`config.mk`:
```
export PLATFORM = sky130hd
export DESIGN_NAME = hf_lsab_turn_scheduler
export DESIGN_NICKNAME = d
export VERILOG_FILES = /design/src/rtl/hf_pkg.sv /design/src/rtl/hf_rr_pick4.sv /design/src/rtl/hf_lsab_turn_scheduler.sv
export SDC_FILE = /design/constraint.sdc
export NUM_CORES = 1
export LEC_CHECK = 0
export BUFFER_PORTS_ARGS = -buffer_cell sky130_fd_sc_hd__buf_2
export CELL_PAD_IN_SITES_DETAIL_PLACEMENT = 1
export CELL_PAD_IN_SITES_GLOBAL_PLACEMENT = 2
export CORE_ASPECT_RATIO = 1.2
export CORE_MARGIN = 2
export CORE_UTILIZATION = 33
export DETAILED_ROUTE_END_ITERATION = 7
export MAX_ROUTING_LAYER = met4
export PLACE_DENSITY_LB_ADDON = 0.1
export RECOVER_POWER = 50
export SYNTH_ARGS = -nofsm -noshare
export SYNTH_HDL_FRONTEND = slang
export SYNTH_SLANG_ARGS = --single-unit
```
`constraint.sdc`:
```
create_clock -name CLK -period 2.96 [get_ports CLK]
set_clock_uncertainty 0.2 [all_clocks]
set_input_delay 0.444 -clock CLK [delete_from_list [all_inputs] [get_ports CLK]]
set_output_delay 0.444 -clock CLK [all_outputs]
set_load 0.01 [all_outputs]
```
`src/rtl/hf_pkg.sv`:
```
// Shared hyperfabric LSAB definitions: turn-scheduler state encoding, slot count, adaptor slot numbers.
// Pure declarations; no latency or backpressure.
package hf_pkg;

  localparam int HF_LSAB_SLOTS = 4;

  localparam logic [1:0] HF_SLOT_STEELHORSE_CRCW = 2'd0;

  typedef enum logic [1:0] {
    ST_IDLE = 2'd0,
    ST_OWN  = 2'd1,
    ST_GAP  = 2'd2
  } hf_state_e;

  function automatic logic [HF_LSAB_SLOTS-1:0] slot_onehot(input logic [1:0] slot);
    return 4'b0001 << slot;
  endfunction

endpackage

```
`src/rtl/hf_rr_pick4.sv`:
```
// Round-robin pick of 4 rows searched from ptr+1: a row with req&pri wins first, else any req row.
// Purely combinational; zero latency, no backpressure.
module hf_rr_pick4 (
  input  logic [1:0] ptr,
  input  logic [3:0] req,
  input  logic [3:0] pri,
  output logic       found,
  output logic [1:0] idx
);

  logic       pri_hit;
  logic       req_hit;
  logic [1:0] pri_idx;
  logic [1:0] req_idx;

  always_comb begin
    logic [1:0] slot;
    pri_hit = 1'b0;
    req_hit = 1'b0;
    pri_idx = ptr;
    req_idx = ptr;
    slot    = ptr;
    // k=4 wraps back to ptr itself, so the previous owner is checked last
    for (int k = 1; k <= 4; k++) begin
      slot = ptr + 2'(k);
      if (!pri_hit && req[slot] && pri[slot]) begin
        pri_hit = 1'b1;
        pri_idx = slot;
      end
      if (!req_hit && req[slot]) begin
        req_hit = 1'b1;
        req_idx = slot;
      end
    end
    found = req_hit;
    idx   = pri_hit ? pri_idx : req_idx;
  end

endmodule

```
`src/rtl/hf_lsab_turn_scheduler.sv`:
```
// LSAB_TURN generator: RR over 4 slots, bounded bursts, IRQ priority, one dead GAP cycle between owners; 1-cycle REQ->GRANT.
// No backpressure; optional starvation override when HF_SCHED_STARVE_EN is defined.
module hf_lsab_turn_scheduler
  import hf_pkg::*;
#(
  parameter int         BURST_MAX    = 8,
  parameter logic [1:0] PARK_SLOT    = 2'h0,
  parameter int         STARVE_LIMIT = 32
) (
  input  logic       CLK,
  input  logic       RST,
  input  logic [3:0] REQ,
  input  logic [3:0] IRQ_PEND,
  output logic [1:0] LSAB_TURN,
  output logic       TURN_VLD,
  output logic [3:0] GRANT,
  output logic [3:0] STARVE
);

  hf_state_e  state_q, state_d;
  logic [7:0] burst_cnt, burst_d;
  logic [1:0] rr_ptr, ptr_d, turn_d;
  logic       vld_d;
  logic [3:0] grant_d;
  logic [3:0] pick_pri;
  logic       win_found;
  logic [1:0] win_idx;
  logic       take;
  logic       starve_cut;
  logic       others_req;
  logic       burst_done;

  hf_rr_pick4 u_pick (
    .ptr   (rr_ptr),
    .req   (REQ),
    .pri   (pick_pri),
    .found (win_found),
    .idx   (win_idx)
  );

  assign others_req = |(REQ & ~slot_onehot(LSAB_TURN));
  assign burst_done = (burst_cnt == 8'(BURST_MAX));

  always_comb begin
    state_d = state_q;
    turn_d  = LSAB_TURN;
    burst_d = burst_cnt;
    ptr_d   = rr_ptr;
    take    = 1'b0;
    case (state_q)
      ST_IDLE: begin
        if (win_found) take = 1'b1;
        else           turn_d = PARK_SLOT;
      end
      ST_OWN: begin
        if (!REQ[LSAB_TURN] || (burst_done && others_req) || starve_cut) begin
          state_d = ST_GAP;
        end else if (burst_done) begin
          burst_d = 8'd1;
        end else if (burst_cnt != 8'hFF) begin
          burst_d = burst_cnt + 8'd1;
        end
      end
      ST_GAP: begin
        if (win_found) begin
          take = 1'b1;
        end else begin
          state_d = ST_IDLE;
          turn_d  = PARK_SLOT;
        end
      end
      default: begin
        state_d = ST_IDLE;
        turn_d  = PARK_SLOT;
      end
    endcase
    if (take) begin
      state_d = ST_OWN;
      turn_d  = win_idx;
      burst_d = 8'd1;
      ptr_d   = win_idx;
    end
    vld_d   = (state_d == ST_OWN);
    grant_d = vld_d ? slot_onehot(turn_d) : 4'b0000;
  end

  always_ff @(posedge CLK or posedge RST) begin
    if (RST) begin
      state_q   <= ST_IDLE;
      LSAB_TURN <= PARK_SLOT;
      TURN_VLD  <= 1'b0;
      GRANT     <= 4'b0000;
      burst_cnt <= 8'd0;
      rr_ptr    <= PARK_SLOT;
    end else begin
      state_q   <= state_d;
      LSAB_TURN <= turn_d;
      TURN_VLD  <= vld_d;
      GRANT     <= grant_d;
      burst_cnt <= burst_d;
      rr_ptr    <= ptr_d;
    end
  end

`ifdef HF_SCHED_STARVE_EN
  logic [7:0] wait_cnt [4];
  logic [3:0] starving;

  always_comb begin
    starving = 4'b0000;
    for (int i = 0; i < 4; i++) begin
      starving[i] = REQ[i] && (wait_cnt[i] >= 8'(STARVE_LIMIT));
    end
  end

  // Starving slots replace the IRQ rows, so they outrank IRQ priority
  assign pick_pri   = (|starving) ? starving : (REQ & IRQ_PEND);
  assign starve_cut = |starving;

  always_ff @(posedge CLK or posedge RST) begin
    if (RST) begin
      for (int i = 0; i < 4; i++) wait_cnt[i] <= 8'd0;
      STARVE <= 4'b0000;
    end else begin
      for (int i = 0; i < 4; i++) begin
        if (!REQ[i] || grant_d[i])      wait_cnt[i] <= 8'd0;
        else if (wait_cnt[i] != 8'hFF)  wait_cnt[i] <= wait_cnt[i] + 8'd1;
      end
      STARVE <= take ? (starving & slot_onehot(win_idx)) : 4'b0000;
    end
  end
`else
  assign pick_pri   = REQ & IRQ_PEND;
  assign starve_cut = 1'b0;
  assign STARVE     = 4'b0000;
`endif

endmodule
```
==> summary.txt, run 1 <==
Run status
  – Status: finished, final reports clean

Floorplan
  – Core Box Area: 3660 um2
  – Die width: 60.7 um
  – Row Count: 24
  – Die footprint: 4370 um2
  – Initial Utilization: 34.7%
  – Die height: 72.0 um
  – Top Ports: 21

Drt
  – Routed WL per cell: 16.0 um
  – Via-per-instance ratio: 5.44
  – DRT iter0 DRCs: 57
  – WL final: 3390 um
  – Final ANT Viol Nets: 0
  – Residual DRC: 0
  – Vias: 1154
  – Drt first pass iters: 4

Clock tree
  – Clock Root Buffer: clkbuf_8
  – Post-CTS setup repair buffer count: 0
  – CTS Sinks: 19
  – CTS Buf Count: 3
  – Clk Latency, worst-skew pair: 250 ps
  – CTS tree: built
  – Clock tree buffer depth: 2
  – CTS clk-pin slew, worst paths: 80 ps
  – Post-cts hold buffer count: 0
  – Post-CTS sizing: 0
  – CTS H-Tree Depth: 1

Timing
  – Hold Fails Final Rpt: 0
  – Min Tclk post-route: 2380 ps
  – Tcrit/Tclk final: 80.5%
  – Normalized max-slew margin: 49.5%
  – Achievable Freq: 420 MHz
  – RSZ-0062 raised after global routing: no
  – Final Slew Violations: 0
  – Worst Max-Slew Pin Slew: 756 ps
  – Setup TNS Final: 0 ps
  – Setup violators final: 0

Final layout
  – Layout cells sized above 1: 13.8%
  – Ant. Diodes: 0
  – Fill count: 455
  – Synthesis-to-layout area growth: 11.6%
  – Final instance area: 1420 um2
  – Nets: 173

Critical path
  – Reg2reg setup slack: 580 ps
  – Critical Path AT: 2330 ps
  – CP endpoint kind: flop
  – Critical Path Fanout Max: 18
  – Setup crit start kind: flop
  – WS Path Type: flop to flop
  – Worst Path Required: 2910 ps

Logic synthesis
  – Async S/R FF share, synth: 100%
  – Distinct cell type count after synthesis: 47
  – Avg Inst Size Synth: 8.71 um2
  – Seq/Total Area, Yosys: 37.4%
  – Post-synth top flop: dfrtp_1
  – Synth warn: 0
  – #FFs+latches synth: 19
  – Post-synth EDFFs: 0
  – Cells after synthesis: 146
  – Post-synth design cell area: 1270 um2

Power
  – P_leak: 0.610 nW
  – Worst VDD drop: 0.283 mV
  – PwrDens: 831 nW/um2

Flow run
  – Max cap viols: 0

Placement
  – I/O Buffers: 16
  – RD Place Congestion: 0.819
  – Post-detail-place hpwl: 2660 um
  – Dpl cell area: 1380 um2

Global routing
  – Vias in the first global route: 1262
  – GRT Overall Usage: 18.2%
  – First-pass GRT wire length: 5950 um
  – Grt total ovfl: 0
  – Initial antenna violation count: 0
  – Largest net degree at the start of global routing: 20

Min path
  – Min-delay worst type: input pin to async pin
==> synthesized netlist by cell type (all sizes together), types with 2 or more instances <==
master,instances,share of area [%]
and4b,2,1.6
inv,5,1.5
dfrtp,19,37
nand3b,2,1.2
nand3,8,3.1
a211oi,2,1.2
a31oi,4,2.0
o31ai,4,2.4
a21oi,9,3.5
nand4,2,0.98
nand2b,2,1.6
and2b,2,1.2
clkbuf,3,0.89
or4b,2,1.6
buf,8,4.3
o211ai,3,1.8
and2,3,1.5
ha,2,2.0
nor4bb,2,1.6
and3,2,0.98
o21ai,9,3.5
nor3,2,0.79
nor2,7,2.1
nand2,19,5.6
nor4b,4,2.8
a21o,2,1.2
==> area by class of cell <==
cell class | instances | area (um2) | area share (%)
flip-flops and latches | 19 | 475 | 33.5
multi-input cells | 114 | 722 | 50.9
inverters | 5 | 18.8 | 1.32
clock buffers | 3 | 41.3 | 2.91
repair buffers | 18 | 91.3 | 6.44
well taps | 52 | 65.1 | 4.59
clock inverters | 1 | 5.00 | 0.353
==> power breakdown <==
part | switching [mW] | internal [mW]
registers | 0.109 | 0.342
logic | 0.318 | 0.229
clock network | 0.0874 | 0.0934
total | 0.515 | 0.664
==> cell usage in the layout, fill, tap and decap left out, drive strengths merged, types with 2 or more instances in the layout <==
| cell | n |
|---|---|
| and3 | 2 |
| a21oi | 9 |
| nor4bb | 2 |
| nor3 | 2 |
| and4b | 2 |
| dfrtp | 19 |
| a21o | 2 |
| and2 | 3 |
| a31oi | 4 |
| nand4 | 2 |
| nand2b | 2 |
| a211oi | 2 |
| o21ai | 9 |
| o31ai | 4 |
| clkbuf | 6 |
| conb | 4 |
| nor2 | 7 |
| o211ai | 3 |
| and2b | 2 |
| ha | 2 |
| inv | 5 |
| nand3b | 2 |
| buf | 15 |
| or4b | 2 |
| nand3 | 8 |
| nor4b | 4 |
| nand2 | 19 |
==> path summary, 6_finish.rpt <==
kind,from,endpoint,cells past startpoint
worst max register to register,rr_ptr[0],GRANT[2],6
worst min register to register,burst_cnt[0],burst_cnt[0],1
max in group asynchronous,RST,burst_cnt[1],2
min in group CLK,burst_cnt[0],burst_cnt[0],1
worst max-delay path,rr_ptr[0],GRANT[2],6
worst min-delay path,RST,GRANT[1],2
==> state kept, by name, summed over array words and instances, names as in the netlist <==
signal	count
TURN_VLD	1
rr_ptr	2
LSAB_TURN	2
state_q	2
GRANT	4
burst_cnt	8
==> through the flow <==
stage	setup slack (ps)	util [%]	std cells	power (mW)	hold slack [ps]
floorplan	688	-	149	0.832	195
global placement	549	37.6	208	0.990	313
detailed placement	549	37.6	208	1.01	336
CTS	557	38.8	212	1.20	140
global route	222	38.7	212	1.29	173
finish	578	38.7	212	1.18	111
==> cell families after synthesis <==
group / after synthesis / share of synthesized area, %
and+or+nand+nor: 67 / 31.4
other: 1 / 0.295
buffers and inverters: 16 / 6.69
adders and majority gates: 2 / 1.97
DFF: 19 / 37.4
AOI/OAI and AO/OA: 39 / 19.7
muxes: 2 / 2.56
==> critical path: stages (launching register included) <==
cell and delay (ps):
dfrtp_1 560, and4b_1 300, nor4_1 410, o2111ai_1 220, o211ai_1 150, nand3b_1 190, and4_1 250
==> layer usage <==
| layer | global-route usage [%] | share of wire, % |
|---|---|---|
| met4 | 5.07 | 1.5 |
| met5 | - | 0 |
| met1 | 22.5 | 44 |
| met3 | 2.14 | 2.4 |
| met2 | 31.1 | 52 |
(Power assumes the default switching activity.)
==> inputs of run 2 (changes only) <==
--- a/config.mk
+++ b/config.mk
@@ -5,12 +5,13 @@
 export SDC_FILE = /design/constraint.sdc
 export NUM_CORES = 1
 export LEC_CHECK = 0
+export ABC_AREA = 1
 export BUFFER_PORTS_ARGS = -buffer_cell sky130_fd_sc_hd__buf_2
 export CELL_PAD_IN_SITES_DETAIL_PLACEMENT = 1
 export CELL_PAD_IN_SITES_GLOBAL_PLACEMENT = 2
 export CORE_ASPECT_RATIO = 1.2
 export CORE_MARGIN = 2
-export CORE_UTILIZATION = 33
+export CORE_UTILIZATION = 32
 export DETAILED_ROUTE_END_ITERATION = 7
 export MAX_ROUTING_LAYER = met4
 export PLACE_DENSITY_LB_ADDON = 0.1
==> constraint.sdc (replaced) <==
create_clock -name CLK -period 2.3 [get_ports CLK]
set_clock_uncertainty 0.2 [all_clocks]
set_input_delay 0.345 -clock CLK [delete_from_list [all_inputs] [get_ports CLK]]
set_output_delay 0.345 -clock CLK [all_outputs]
set_load 0.01 [all_outputs]
==> run 2 against run 1 <==
Against the previous run:
- via count up 31%
- critical path type unchanged
- clock-buffer cell count rose by 1
- highest routed layer unchanged
- sequential power is 21% higher
- sequential cell count did not move
- worst hold slack lost 110 ps
- largest cell class unchanged
- critical path depth rose by 6
- non-clock buffer count is 10 higher
- synthesized area rose by 22%
- combinational power grew to 3.5 times the previous value
- sequential share of layout area is 7.0 points lower
==> summary.txt, run 2 <==
Run status
  – Status: finished, final reports clean

Final layout
  – Commonest cells after routing, fill and taps aside: nand2_1, inv_1, nand3_1
  – Layout cells sized above 1: 28.3%
  – Synthesis-to-layout area growth: 16.1%
  – Final instance area: 1800 um2
  – Nets: 260
  – Commonest non-fill, non-tap cell in the layout: nand2_1
  – Ant. Diodes: 0
  – Max reg flops: 8
  – Largest registers: burst_cnt: 8 flops, GRANT: 4 flops
  – Largest reg by FF count: burst_cnt

Floorplan
  – Die footprint: 5420 um2
  – Initial Utilization: 33.5%
  – Die height: 80.2 um
  – Die width: 67.5 um
  – Top Ports: 21
  – Row Count: 27
  – Core Box Area: 4630 um2

Critical path
  – Setup crit start kind: flop
  – CP endpoint kind: flop
  – Worst r2r path cells: 12
  – Max incr delay on CP: 430 ps
  – WS Path Type: flop to flop
  – Worst Path Required: 2270 ps
  – Critical Path AT: 2150 ps
  – Top cell by count, worst path: nand2_1
  – WP buf/inv: 1
  – Cell family with the largest share of critical-path delay: simple AND/OR/NAND/NOR gates
  – Cell Chain, Critical Path: buf_4 -> nand2_1 -> nand2_1 -> nand2_1 -> nand2_4 -> nor2_4 -> nand2_2 -> o21ai_1 -> nand2_1 -> nand2_1 -> nand2_2 -> a21oi_1
  – CP max-delay cell: dfrtp_1
  – Critical Path Fanout Max: 8
  – Crit Reg-Reg Endpoint: GRANT[3]
  – Reg2reg setup slack: 130 ps
  – Reg2reg start: rr_ptr[1]

Min path
  – Min-delay worst type: input pin to async pin

Clock tree
  – Post-cts hold buffer count: 0
  – CTS H-Tree Depth: 1
  – Clock Root Buffer: clkbuf_8
  – CTS Sinks: 19
  – CTS Buf Count: 3
  – CTS tree: built
  – Clock tree buffer depth: 2
  – Clk Latency, worst-skew pair: 260 ps
  – CTS clk-pin slew, worst paths: 70 ps

Power
  – Sw frac: 54.3%
  – Pint: 1.24 mW
  – Sequential Power Share: 20.1%
  – PwrDens: 1510 nW/um2
  – Clock network power share: 8.5%
  – P_leak: 0.945 nW
  – Worst VDD drop: 0.575 mV
  – P_sw: 1.48 mW
  – Tot Pwr: 2.72 mW
  – Comb pwr share: 71.4%

Timing
  – Final Slew Violations: 0
  – Worst Max-Slew Pin Slew: 740 ps
  – Tcrit/Tclk final: 94.4%
  – RSZ-0062 raised after global routing: yes
  – Achievable Freq: 461 MHz
  – Min Tclk post-route: 2170 ps
  – Hold Fails Final Rpt: 0
  – Setup violators final: 0
  – Normalized max-slew margin: 50.6%

Placement
  – RD Place Congestion: 0.922
  – Dpl cell area: 1700 um2
  – Post-detail-place hpwl: 3620 um
  – I/O Buffers: 16

Logic synthesis
  – Post-synth EDFFs: 0
  – Post-synth design cell area: 1550 um2
  – Commonest cells in the synthesized netlist: nand2_1, inv_1, nand3_1
  – Async S/R FF share, synth: 100%
  – Synth top area cells: dfrtp_1, nand2_1, nand3_1, inv_1, nand2_4
  – Post-synth top flop: dfrtp_1
  – Cells after synthesis: 220
  – Avg Inst Size Synth: 7.04 um2
  – Synth warn: 0
  – Synth top area share: 30.7%
  – #FFs+latches synth: 19
  – Distinct cell type count after synthesis: 30
  – Cell with the most instances after synthesis: nand2_1
  – Seq/Total Area, Yosys: 30.7%
  – Synth area leader: dfrtp_1

Drt
  – Via-per-instance ratio: 4.96
  – Drt first pass iters: 2
  – Routed WL per cell: 14.6 um
  – Final ANT Viol Nets: 0
  – Vias: 1513
  – DRT iter0 DRCs: 53
  – WL final: 4460 um
  – Residual DRC: 0

Global routing
  – Grt total ovfl: 0
  – GRT Overall Usage: 18.8%
  – Initial antenna violation count: 0
  – Largest net degree at the start of global routing: 20
  – Vias in the first global route: 1574
  – First-pass GRT wire length: 7450 um

Flow run
  – Max cap viols: 0
-- run 2: cell types whose count changed after synthesis, moves of 4 or more --
cell | before | now
a21oi_1 | 9 | 2
a31oi_1 | 4 | 0
inv_1 | 5 | 24
nand2_1 | 19 | 73
nand2_2 | 0 | 10
nand2_4 | 0 | 6
nand3_1 | 8 | 22
nand3_2 | 0 | 5
nand4_1 | 2 | 6
nor4b_1 | 4 | 0
o21ai_2 | 0 | 7
o31ai_1 | 4 | 0
-- run 2: kinds of logic (layout without fill, tap and decap cells) --
group / count (synthesis) / count (layout) / synth area share (%)
buf+inv: 35 / 59 / 11.1
compound gates: 25 / 25 / 10.9
flops: 19 / 19 / 30.7
fa+ha+maj: 2 / 2 / 1.62
xor+xnor: 2 / 2 / 1.13
other cells: 1 / 4 / 0.242
simple gates: 136 / 136 / 44.3
-- run 2: what timing repair did --
action | 4_1_cts | 5_1_grt
setup endpoints to repair | 0 | 12
gates resized for setup | 0 | 9
setup buffers | 0 | 4
-- run 2: area by class of cell --
type / instances / area [um2]
fill: 603 / 2830
clock buffer: 4 / 45.0
timing repair buffer: 28 / 171
multi-input combinational: 169 / 926
inverter: 27 / 106
sequential: 19 / 477
tap: 58 / 72.6
-- run 2: worst register-to-register path, cell delays in order, from the launching register on --
cell and delay, ps:
dfrtp_1 430, buf_4 180, nand2_1 70, nand2_1 110, nand2_1 150, nand2_4 80, nor2_4 140, nand2_2 80
o21ai_1 230, nand2_1 80, nand2_1 90, nand2_2 80, a21oi_1 160
-- run 2: power groups by stage --
| stage | clock network (mW) | logic [mW] | registers (mW) |
|---|---|---|---|
| after detailed placement | 0 | 1.86 | 0.549 |
| after global routing | 0.260 | 2.19 | 0.562 |
| after floorplan | 0 | 1.42 | 0.537 |
| after global placement | 0 | 1.79 | 0.541 |
| after CTS | 0.240 | 1.86 | 0.542 |
| final | 0.232 | 1.94 | 0.545 |
-- run 2: layer usage --
| metal | vias up | part of all wire, % | global-route usage, % |
|---|---|---|---|
| met5 | - | 0 | - |
| met4 | 0 | 3.0 | 7.35 |
| met3 | 10 | 1.5 | 1.82 |
| met1 | 733 | 38 | 18.3 |
| li1 | 757 | - | - |
| met2 | 13 | 57 | 36.9 |
-- run 2: through the flow --
step / TNS, ps / util (%) / hold slack [ps] / instances / setup WS [ps]
6_report: 0 / 38.8 / 5.37 / 305 / 129
3_5_place_dp: 0 / 36.8 / 315 / 297 / 15.0
2_1_floorplan: 0 / - / 96.1 / 223 / 334
5_1_grt: -19.5 / 38.8 / 51.3 / 305 / -13.7
3_3_place_gp: 0 / 36.8 / 294 / 297 / 91.4
4_1_cts: 0 / 37.8 / 35.4 / 301 / 29.0
-- run 2: worst max path at each step --
stage	from	end	slack (ps)	cells past startpoint
3_5_place_dp	REQ[3]	GRANT[3]	20	15
2_1_floorplan	burst_cnt[0]	burst_cnt[4]	330	12
3_3_place_gp	burst_cnt[0]	burst_cnt[6]	90	11
4_1_cts	burst_cnt[0]	burst_cnt[5]	30	12
6_report	rr_ptr[1]	GRANT[3]	130	12
5_1_grt	rr_ptr[0]	GRANT[3]	-10	16
==> inputs of run 3 (changes only) <==
--- a/config.mk
+++ b/config.mk
@@ -16,6 +16,7 @@
 export MAX_ROUTING_LAYER = met4
 export PLACE_DENSITY_LB_ADDON = 0.1
 export RECOVER_POWER = 50
+export REMOVE_ABC_BUFFERS = 1
 export SYNTH_ARGS = -nofsm -noshare
 export SYNTH_HDL_FRONTEND = slang
 export SYNTH_SLANG_ARGS = --single-unit
==> run 3 against run 2 <==
Against the previous run:
- via count decreased by 0.46%
- worst hold slack improved by 5.7 ps
- sequential power decreased by 0.7%
- final cell count unchanged
- setup slack improved by 37 ps
- sequential cell count unchanged
==> summary.txt, run 3 (synthesis gave the netlist of run 2 again) <==
Run status
  – Status: finished, final reports clean

Placement
  – Dpl cell area: 1710 um2
  – RD Place Congestion: 0.800
  – Post-detail-place hpwl: 3500 um
  – I/O Buffers: 16

Final layout
  – Largest registers: burst_cnt: 8 flops, GRANT: 4 flops
  – Commonest non-fill, non-tap cell in the layout: nand2_1
  – Ant. Diodes: 0
  – Fill count: 606
  – Final instance area: 1800 um2
  – Nets: 260
  – Largest reg by FF count: burst_cnt
  – Commonest cells after routing, fill and taps aside: nand2_1, inv_1, nand3_1
  – Synthesis-to-layout area growth: 15.9%
  – Max reg flops: 8
  – Layout cells sized above 1: 28.7%

Critical path
  – Cell family with the largest share of critical-path delay: simple AND/OR/NAND/NOR gates
  – Critical Path Fanout Max: 11
  – CP max-delay cell: dfrtp_1
  – Setup crit start kind: flop
  – CP endpoint kind: flop
  – Critical Path AT: 2110 ps
  – Max incr delay on CP: 400 ps
  – Reg2reg setup slack: 170 ps
  – Worst Path Required: 2280 ps
  – WS Path Type: flop to flop
  – WP buf/inv: 5
  – Cell Chain, Critical Path: inv_1 -> ha_1 -> inv_1 -> nor4_2 -> buf_4 -> nand2_1 -> nand2_1 -> inv_1 -> nand3_1 -> nand2_4 -> inv_2 -> nand2_1 -> o21ai_0

Timing
  – Achievable Freq: 468 MHz
  – Hold Fails Final Rpt: 0
  – Tcrit/Tclk final: 92.8%
  – Worst Max-Slew Pin Slew: 763 ps
  – Setup violators final: 0
  – Final Slew Violations: 0
  – Min Tclk post-route: 2130 ps
  – Normalized max-slew margin: 49.1%

Drt
  – Drt first pass iters: 4
  – Via-per-instance ratio: 4.94
  – Final ANT Viol Nets: 0
  – WL final: 4130 um
  – Routed WL per cell: 13.5 um
  – Residual DRC: 0
  – DRT iter0 DRCs: 62
  – Vias: 1506

Power
  – Clock network power share: 8.9%
  – Worst VDD drop: 0.639 mV
  – Sequential Power Share: 20.5%
  – Comb pwr share: 70.7%
  – P_leak: 0.946 nW
  – PwrDens: 1470 nW/um2
  – Pint: 1.21 mW
  – Sw frac: 54.1%
  – Tot Pwr: 2.64 mW
  – P_sw: 1.43 mW

Floorplan
  – Core Box Area: 4630 um2
  – Top Ports: 21
  – Row Count: 27
  – Initial Utilization: 33.5%
  – Die footprint: 5420 um2
  – Die height: 80.2 um
  – Die width: 67.5 um

Clock tree
  – CTS Buf Count: 3
  – CTS clk-pin slew, worst paths: 70 ps
  – Post-cts hold buffer count: 0
  – Clk Latency, worst-skew pair: 260 ps
  – CTS Sinks: 19
  – CTS H-Tree Depth: 1
  – Clock tree buffer depth: 2
  – CTS tree: built
  – Clock Root Buffer: clkbuf_8

Global routing
  – First-pass GRT wire length: 7080 um
  – Initial antenna violation count: 0
  – Vias in the first global route: 1574
  – Largest net degree at the start of global routing: 20
  – GRT Overall Usage: 17.8%
  – Grt total ovfl: 0

Flow run
  – Max cap viols: 0

Min path
  – Min-delay worst type: input pin to async pin
==> run 3: cell type report <==
| type | instances | area (um2) | area share, % |
|---|---|---|---|
| Clock inverter | 1 | 5.00 | 0.279 |
| Sequential cell | 19 | 477 | 26.6 |
| Clock buffer | 3 | 41.3 | 2.30 |
| Multi-Input combinational cell | 169 | 926 | 51.6 |
| Timing Repair Buffer | 28 | 168 | 9.34 |
| Tap cell | 58 | 72.6 | 4.04 |
| Inverter | 27 | 106 | 5.92 |
==> run 3: metal layers <==
layer,wire [um],vias to the layer above,GRT usage [%]
met2,2410,12,34.2
li1,-,757,-
met4,105,0,7.76
met1,1560,728,17.4
met5,0,-,-
met3,50,9,1.82
==> run 3: what timing repair did <==
item                                    CTS  global route
endpoints found under the setup margin    2            13
pin swaps                                 0             1
buffers inserted                          0             3
endpoints found under the hold margin     0             0
resized for setup                         1             7
==> run 3: final timing paths <==
| kind | cells after the start | from | end |
|---|---|---|---|
| worst max-delay path | 13 | burst_cnt[0] | burst_cnt[5] |
| worst min-delay path | 2 | RST | GRANT[1] |
| worst max register to register | 13 | burst_cnt[0] | burst_cnt[5] |
| worst min register to register | 2 | burst_cnt[6] | burst_cnt[6] |
| max in group asynchronous | 2 | RST | rr_ptr[0] |
| min in group CLK | 2 | burst_cnt[6] | burst_cnt[6] |
==> run 3: power groups by stage <==
stage | registers (mW) | clock network, mW | logic [mW]
6_report | 0.541 | 0.234 | 1.87
5_1_grt | 0.560 | 0.263 | 2.14
4_1_cts | 0.537 | 0.248 | 1.84
3_5_place_dp | 0.544 | 0 | 1.82
3_3_place_gp | 0.542 | 0 | 1.77
2_1_floorplan | 0.566 | 0 | 1.30
==> run 3: per-stage QoR <==
| step | setup TNS, ps | utilization, % | std cells | setup slack [ps] | hold slack [ps] |
|---|---|---|---|---|---|
| 2_1_floorplan | 0 | - | 215 | 88.4 | 96.1 |
| 3_3_place_gp | 0 | 37.0 | 298 | 132 | 308 |
| 3_5_place_dp | 0 | 37.0 | 298 | 7.62 | 321 |
| 4_1_cts | 0 | 38.0 | 302 | 23.3 | 29.9 |
| 5_1_grt | -6.88 | 38.8 | 305 | -6.88 | 53.7 |
| 6_report | 0 | 38.8 | 305 | 165 | 11.0 |
==> run 3: worst reg2reg max path, stage by stage (launching register included) <==
cell     delay (ps)
dfrtp_1         400
inv_1           140
ha_1            170
inv_1            50
nor4_2          210
buf_4           160
nand2_1          40
nand2_1         110
inv_1            80
nand3_1         110
nand2_4         130
inv_2           120
nand2_1          60
o21ai_0          70
